**src/rtl/alu_ctrl_pkg.sv**
```systemverilog
// Shared constants for the ALU control stage: ALUop groups, opcode patterns,
// 4-bit ALU operation codes and the handshake FSM state encoding.
package alu_ctrl_pkg;

  localparam logic [1:0] ALUOP_LS  = 2'b00;
  localparam logic [1:0] ALUOP_CBZ = 2'b01;
  localparam logic [1:0] ALUOP_R   = 2'b10;
  localparam logic [1:0] ALUOP_I   = 2'b11;

  // R-type opcodes, full 11 bits
  localparam logic [10:0] OP_ADD = 11'b10001011000;
  localparam logic [10:0] OP_SUB = 11'b11001011000;
  localparam logic [10:0] OP_AND = 11'b10001010000;
  localparam logic [10:0] OP_ORR = 11'b10101010000;
  localparam logic [10:0] OP_LSL = 11'b11010011011;
  localparam logic [10:0] OP_LSR = 11'b11010011010;
  localparam logic [10:0] OP_MUL = 11'b10011011000;

  // I-type opcodes carry an immediate bit in the LSB, so only the top 10 bits match
  localparam logic [9:0] OP_ADDI = 10'b1001000100;
  localparam logic [9:0] OP_SUBI = 10'b1101000100;
  localparam logic [9:0] OP_ANDI = 10'b1001001000;
  localparam logic [9:0] OP_ORRI = 10'b1011001000;

  localparam logic [3:0] ALUCTRL_AND   = 4'b0000;
  localparam logic [3:0] ALUCTRL_ORR   = 4'b0001;
  localparam logic [3:0] ALUCTRL_ADD   = 4'b0010;
  localparam logic [3:0] ALUCTRL_LSL   = 4'b0011;
  localparam logic [3:0] ALUCTRL_LSR   = 4'b0100;
  localparam logic [3:0] ALUCTRL_MUL   = 4'b0101;
  localparam logic [3:0] ALUCTRL_SUB   = 4'b0110;
  localparam logic [3:0] ALUCTRL_PASSB = 4'b0111;

  typedef enum logic [1:0] {
    ST_IDLE = 2'b00,
    ST_MULW = 2'b01,
    ST_HOLD = 2'b10
  } state_t;

endpackage

```
**src/rtl/alu_ctrl_decode.sv**
```systemverilog
// Combinational ALUop/opcode decode table: ALU operation code, illegal flag
// and a MUL marker used by the stage to start its latency count.
module alu_ctrl_decode
  import alu_ctrl_pkg::*;
(
  input  logic [1:0]  aluop,
  input  logic [10:0] op,
  output logic [3:0]  ctrl,
  output logic        illegal,
  output logic        is_mul
);

  // Table lookup; unknown R/I opcodes fall back to ADD and raise illegal
  always_comb begin
    ctrl    = ALUCTRL_ADD;
    illegal = 1'b0;
    is_mul  = 1'b0;
    case (aluop)
      ALUOP_LS:  ctrl = ALUCTRL_ADD;
      ALUOP_CBZ: ctrl = ALUCTRL_PASSB;
      ALUOP_R: begin
        case (op)
          OP_ADD:  ctrl = ALUCTRL_ADD;
          OP_SUB:  ctrl = ALUCTRL_SUB;
          OP_AND:  ctrl = ALUCTRL_AND;
          OP_ORR:  ctrl = ALUCTRL_ORR;
          OP_LSL:  ctrl = ALUCTRL_LSL;
          OP_LSR:  ctrl = ALUCTRL_LSR;
          OP_MUL: begin
            ctrl   = ALUCTRL_MUL;
            is_mul = 1'b1;
          end
          default: begin
            ctrl    = ALUCTRL_ADD;
            illegal = 1'b1;
          end
        endcase
      end
      default: begin
        case (op[10:1])
          OP_ADDI: ctrl = ALUCTRL_ADD;
          OP_SUBI: ctrl = ALUCTRL_SUB;
          OP_ANDI: ctrl = ALUCTRL_AND;
          OP_ORRI: ctrl = ALUCTRL_ORR;
          default: begin
            ctrl    = ALUCTRL_ADD;
            illegal = 1'b1;
          end
        endcase
      end
    endcase
  end

endmodule

```
**src/rtl/alu_ctrl_stage.sv**
```systemverilog
// Registered ALU control stage at the ID/EX boundary. Decodes ALUop/Opcode,
// holds the result under a valid/ready handshake and stretches MUL entries
// over a programmable latency before presenting them to EX.
module alu_ctrl_stage
  import alu_ctrl_pkg::*;
#(
  parameter int OPCODE_W = 11,
  parameter int CTRL_W   = 4,
  parameter int MUL_LAT  = 4
) (
  input  logic                CLK,
  input  logic                Reset,
  input  logic                flush,
  input  logic                in_valid,
  output logic                in_ready,
  input  logic [1:0]          ALUop,
  input  logic [OPCODE_W-1:0] Opcode,
  output logic                out_valid,
  input  logic                out_ready,
  output logic [CTRL_W-1:0]   ALUCtrl,
  output logic                illegal,
  output logic                busy
);

  localparam int               CNT_W     = $clog2(MUL_LAT + 1);
  localparam bit               MUL_MULTI = (MUL_LAT > 1);
  localparam logic [CNT_W-1:0] CNT_LOAD  = CNT_W'(MUL_LAT - 1);
  localparam logic [CNT_W-1:0] CNT_ONE   = CNT_W'(1);

  logic [10:0]      op_p0;
  logic [3:0]       dec_ctrl_p0;
  logic             dec_ill_p0;
  logic             dec_mul_p0;

  state_t           state_p1;
  logic [CNT_W-1:0] cnt_p1;
  logic             vld_p1;
  logic             busy_p1;
  logic             ill_p1;
  logic [3:0]       ctrl_p1;

  logic             accept;
  logic             consume;

  // ---- p0: combinational decode of the incoming entry ----
  assign op_p0 = Opcode[OPCODE_W-1 -: 11];

  alu_ctrl_decode u_decode (
    .aluop   (ALUop),
    .op      (op_p0),
    .ctrl    (dec_ctrl_p0),
    .illegal (dec_ill_p0),
    .is_mul  (dec_mul_p0)
  );

  assign in_ready = (state_p1 == ST_IDLE) | ((state_p1 == ST_HOLD) & out_ready);
  assign accept   = in_valid & in_ready;
  assign consume  = vld_p1 & out_ready;

  // ---- p1: handshake FSM, MUL latency counter and held outputs ----
  always_ff @(posedge CLK) begin
    if (Reset) begin
      state_p1 <= ST_IDLE;
      cnt_p1   <= '0;
      vld_p1   <= 1'b0;
      busy_p1  <= 1'b0;
      ill_p1   <= 1'b0;
      ctrl_p1  <= '0;
    end else if (flush) begin
      state_p1 <= ST_IDLE;
      cnt_p1   <= '0;
      vld_p1   <= 1'b0;
      busy_p1  <= 1'b0;
    end else begin
      case (state_p1)
        ST_IDLE, ST_HOLD: begin
          if (accept) begin
            ctrl_p1 <= dec_ctrl_p0;
            ill_p1  <= dec_ill_p0;
            if (dec_mul_p0 && MUL_MULTI) begin
              state_p1 <= ST_MULW;
              cnt_p1   <= CNT_LOAD;
              vld_p1   <= 1'b0;
              busy_p1  <= 1'b1;
            end else begin
              state_p1 <= ST_HOLD;
              cnt_p1   <= '0;
              vld_p1   <= 1'b1;
              busy_p1  <= 1'b0;
            end
          end else if (state_p1 == ST_HOLD && consume) begin
            state_p1 <= ST_IDLE;
            vld_p1   <= 1'b0;
          end
        end
        ST_MULW: begin
          if (cnt_p1 == CNT_ONE) begin
            state_p1 <= ST_HOLD;
            cnt_p1   <= '0;
            vld_p1   <= 1'b1;
            busy_p1  <= 1'b0;
          end else begin
            cnt_p1 <= cnt_p1 - CNT_ONE;
          end
        end
        default: begin
          state_p1 <= ST_IDLE;
          cnt_p1   <= '0;
          vld_p1   <= 1'b0;
          busy_p1  <= 1'b0;
        end
      endcase
    end
  end

  assign out_valid = vld_p1;
  assign busy      = busy_p1;
  assign illegal   = ill_p1;
  assign ALUCtrl   = CTRL_W'(ctrl_p1);

endmodule

```
**config.mk**
```make
export PLATFORM = sky130hd
export DESIGN_NAME = alu_ctrl_stage
export DESIGN_NICKNAME = d
export VERILOG_FILES = /design/src/rtl/alu_ctrl_pkg.sv /design/src/rtl/alu_ctrl_decode.sv /design/src/rtl/alu_ctrl_stage.sv
export SDC_FILE = /design/constraint.sdc
export NUM_CORES = 1
export LEC_CHECK = 0
export ABC_AREA = 1
export BUFFER_PORTS_ARGS = -buffer_cell sky130_fd_sc_hd__buf_4
export CAP_MARGIN = 40
export CORE_MARGIN = 8
export CORE_UTILIZATION = 30
export CTS_BUF_LIST = sky130_fd_sc_hd__clkbuf_4 sky130_fd_sc_hd__clkbuf_8 sky130_fd_sc_hd__clkbuf_16
export DETAILED_ROUTE_END_ITERATION = 12
export HOLD_SLACK_MARGIN = 0.05
export MAX_ROUTING_LAYER = met4
export PLACE_DENSITY = 0.54
export SKIP_CTS_REPAIR_TIMING = 1
export SYNTH_ARGS = -nofsm -noshare
export SYNTH_HDL_FRONTEND = slang
export SYNTH_SLANG_ARGS = --single-unit
```
**constraint.sdc**
```tcl
create_clock -name CLK -period 1.48 [get_ports CLK]
set_clock_uncertainty 0.15 [all_clocks]
set_input_delay 0.074 -clock CLK [delete_from_list [all_inputs] [get_ports CLK]]
set_output_delay 0.074 -clock CLK [all_outputs]
set_load 0.005 [all_outputs]
```
==> qor.csv <==
stage,metric,value,unit
layout,diodes,0,
setup_path,path_max_fanout,6,
floorplanning,pin_count,26,
clock_tree,htree_num_levels,1,
logic_synthesis,yosys.cell_types.count,24,
pwr,power.internal,511,uW
detailed_routing,wl,2230,um
detailed_routing,ant_nets,0,
setup_path,crit_path_end_kind,register,
logic_synthesis,synth_compound_area_share,15.6,%
detailed_routing,vias_per_cell,4.64,
global_route,antenna_found_initial,0,
setup_path,startpoint,out_valid,
pwr,peakVddDrop,0.574,mV
logic_synthesis,yosys-mux-area-fraction,0,%
layout,nets,196,
place,gp_congestion,0.829,
floorplanning,die_y,69.8,um
clock_tree,cts.path.max_buffers,2,
logic_synthesis,synth_top_family_by_area,simple AND/OR/NAND/NOR gates,
logic_synthesis,yosys.area_share.simple,47.6,%
setup_path,timing.rr.start,out_valid,
logic_synthesis,ys_warn_count,0,
detailed_routing,wl_per_cell,10.8,um
logic_synthesis,syn_avg_cell_area,6.19,sq um
logic_synthesis,syn_nets,160,
layout,seqCellArea,204,sq um
layout,drive_gt1_share,32.6,%
clock_tree,cts_made_buffers,3,
clock_tree,clkLatencyLatePin,0.27,ns
clock_tree,clock-root-buffer,clkbuf_4,
job,maxCapViolCount,0,
setup_path,required,1.49,ns
layout,fillCellCount,292,
detailed_routing,drc,0,
place,port_buffers,24,
pwr,power.density,588,nW/um^2
worst_hold_path,min_from,out_ready,
logic_synthesis,synth_fa_ha_area_share,2.89,%
detailed_routing,vias,956,
logic_synthesis,yosysSeqAreaShare,23.1,%
clock_tree,cts_tree,done,
sta,fin_crit,1.37,ns
sta,hold_violations,0,
pwr,pwr-share-clk,35.3,%
clock_tree,clkSinkCount,10,
worst_hold_path,hp-class,input port to register,
setup_path,crit_type,register to register,
setup_path,start_kind,register,
place,dp_cells,194,
run_status,outcome,"finished, final reports clean",
global_route,grt.overflow.total,0,
setup_path,crit_arrival,1.38,ns
global_route,grt_max_degree,8,
logic_synthesis,ys_async_sr_fraction,0,%
pwr,leakage,0.000543,uW
clock_tree,clk_pin_slew_worst_paths,0.07,ns
setup_path,r2r_cells,10,
layout,layout_common_cells,"29 x nand2_1, 24 x buf_4, 20 x nor2_1",
global_route,grt_use_total,8.70,%
logic_synthesis,synth_cells,140,
pwr,swShare,27.7,%
logic_synthesis,synthTopCellsByArea,"dfxtp_1 23%, nand2_1 13%, nor2_1 8.7%",
floorplanning,die_area,4870,sq um
layout,final_common_cell,nand2_1,
sta,timing.fmax,729,MHz
layout,multiInputGateArea,582,sq um
logic_synthesis,yosys.area.top_type,dfxtp_1,
global_route,grt_pass1_vias,882,
floorplanning,dieWidth,69.8,um
sta,post-route-period-util,92.7,%
pwr,power_frac_seq,40.1,%
logic_synthesis,syn-cell-area,867,sq um
sta,setup_viol,0,
logic_synthesis,synth_xor_area_share,0,%
logic_synthesis,ys_seq_elements,10,
floorplanning,core,2760,sq um
sta,fin_hold_ws,0.0355,ns
sta,finalMaxSlewViolations,0,
layout,area_delta_synth_final,38.8,%
logic_synthesis,synth.top_cell.area_share,23.1,%
floorplanning,start_util,31.4,%
pwr,p_switching,196,uW
logic_synthesis,synth-main-ff-cell,dfxtp_1,
layout,utilization,43.6,%
detailed_routing,drtIter0Drc,23,
place,hpwl,1800,um
pwr,comb_power_share,24.6,%
detailed_routing,drtPass1Iterations,4,
logic_synthesis,synth_edf_count,0,
floorplanning,rows,19,
layout,stdcell_count,206,
sta,fin_setup_tns,0,ns
global_route,grt_pass1_wl,3530,um
worst_hold_path,hold_path_depth,5,
## per-layer routing
| metal | share of wire, % | GRT usage (%) | vias up | routed length (um) |
|---|---|---|---|---|
| met1 | 48 | 10.2 | 425 | 1080 |
| met2 | 46 | 13.1 | 17 | 1020 |
| li1 | - | - | 512 | - |
| met3 | 5.2 | 4.15 | 2 | 116 |
| met4 | 0.72 | 2.01 | 0 | 16 |
| met5 | 0 | - | - | 0 |
## kinds of logic after synthesis
| kind of cell | count (synthesis) |
|---|---|
| buffers and inverters | 23 |
| other | 1 |
| flip-flops | 10 |
| AO/OA/AOI/OAI | 22 |
| AND/OR/NAND/NOR | 82 |
| adder cells (fa/ha/maj) | 2 |
## flip-flops by register name, summed over array words and instances, names as in the netlist
name       flops
ALUCtrl        3
cnt_p1         3
busy           1
illegal        1
out_valid      1
state_p1       1
## through the flow
step | setup slack [ns] | area [sq um] | total power [uW]
after floorplan | 0.145 | 867 | 372
after global placement | 0.122 | 1080 | 445
after detailed placement | 0.0674 | 1080 | 446
after CTS | 0.0564 | 1110 | 700
after global routing | -0.0128 | 1200 | 748
final | 0.108 | 1200 | 707
## critical path, cell delays in order, from the launching register on
cell,delay (ns)
dfxtp_2,0.34
inv_2,0.06
nor2_2,0.04
nor2_4,0.12
nand2_4,0.09
nand2_4,0.09
nand2_2,0.09
nand2_2,0.08
nor2_1,0.04
a21oi_1,0.12
nor2_1,0.05
## Yosys cell counts (3+ instances only)
cell	n
a31oi_1	3
dfxtp_1	10
a21oi_1	7
inv_1	18
inv_2	3
nand3_1	9
o21ai_0	6
nand2_1	29
nor2_2	4
nor2_4	4
nor3_1	3
nand2_2	6
a21oi_2	3
nor2_1	20
## cell type report
cell class	count	area share (%)
Tap cell	31	3.22
Inverter	22	6.86
Clock buffer	4	3.01
Timing Repair Buffer	32	21.6
Multi-Input combinational cell	107	48.3
Sequential cell	10	16.9
## power groups by stage
| stage | combinational, uW | clock [uW] | sequential (uW) |
|---|---|---|---|
| floorplan | 81.9 | 0 | 290 |
| global placement | 155 | 0 | 290 |
| detailed placement | 156 | 0 | 289 |
| CTS | 157 | 260 | 283 |
| global route | 194 | 269 | 285 |
| finish | 174 | 250 | 283 |
## path summary, 6_finish.rpt
check	to	slack [ns]
setup / recovery	out_valid	0.11
hold / removal	out_valid	0.04
setup reg to reg	out_valid	0.11
hold reg to reg	cnt_p1[1]	0.33
Note: power is estimated with default switching activity, not from simulation.
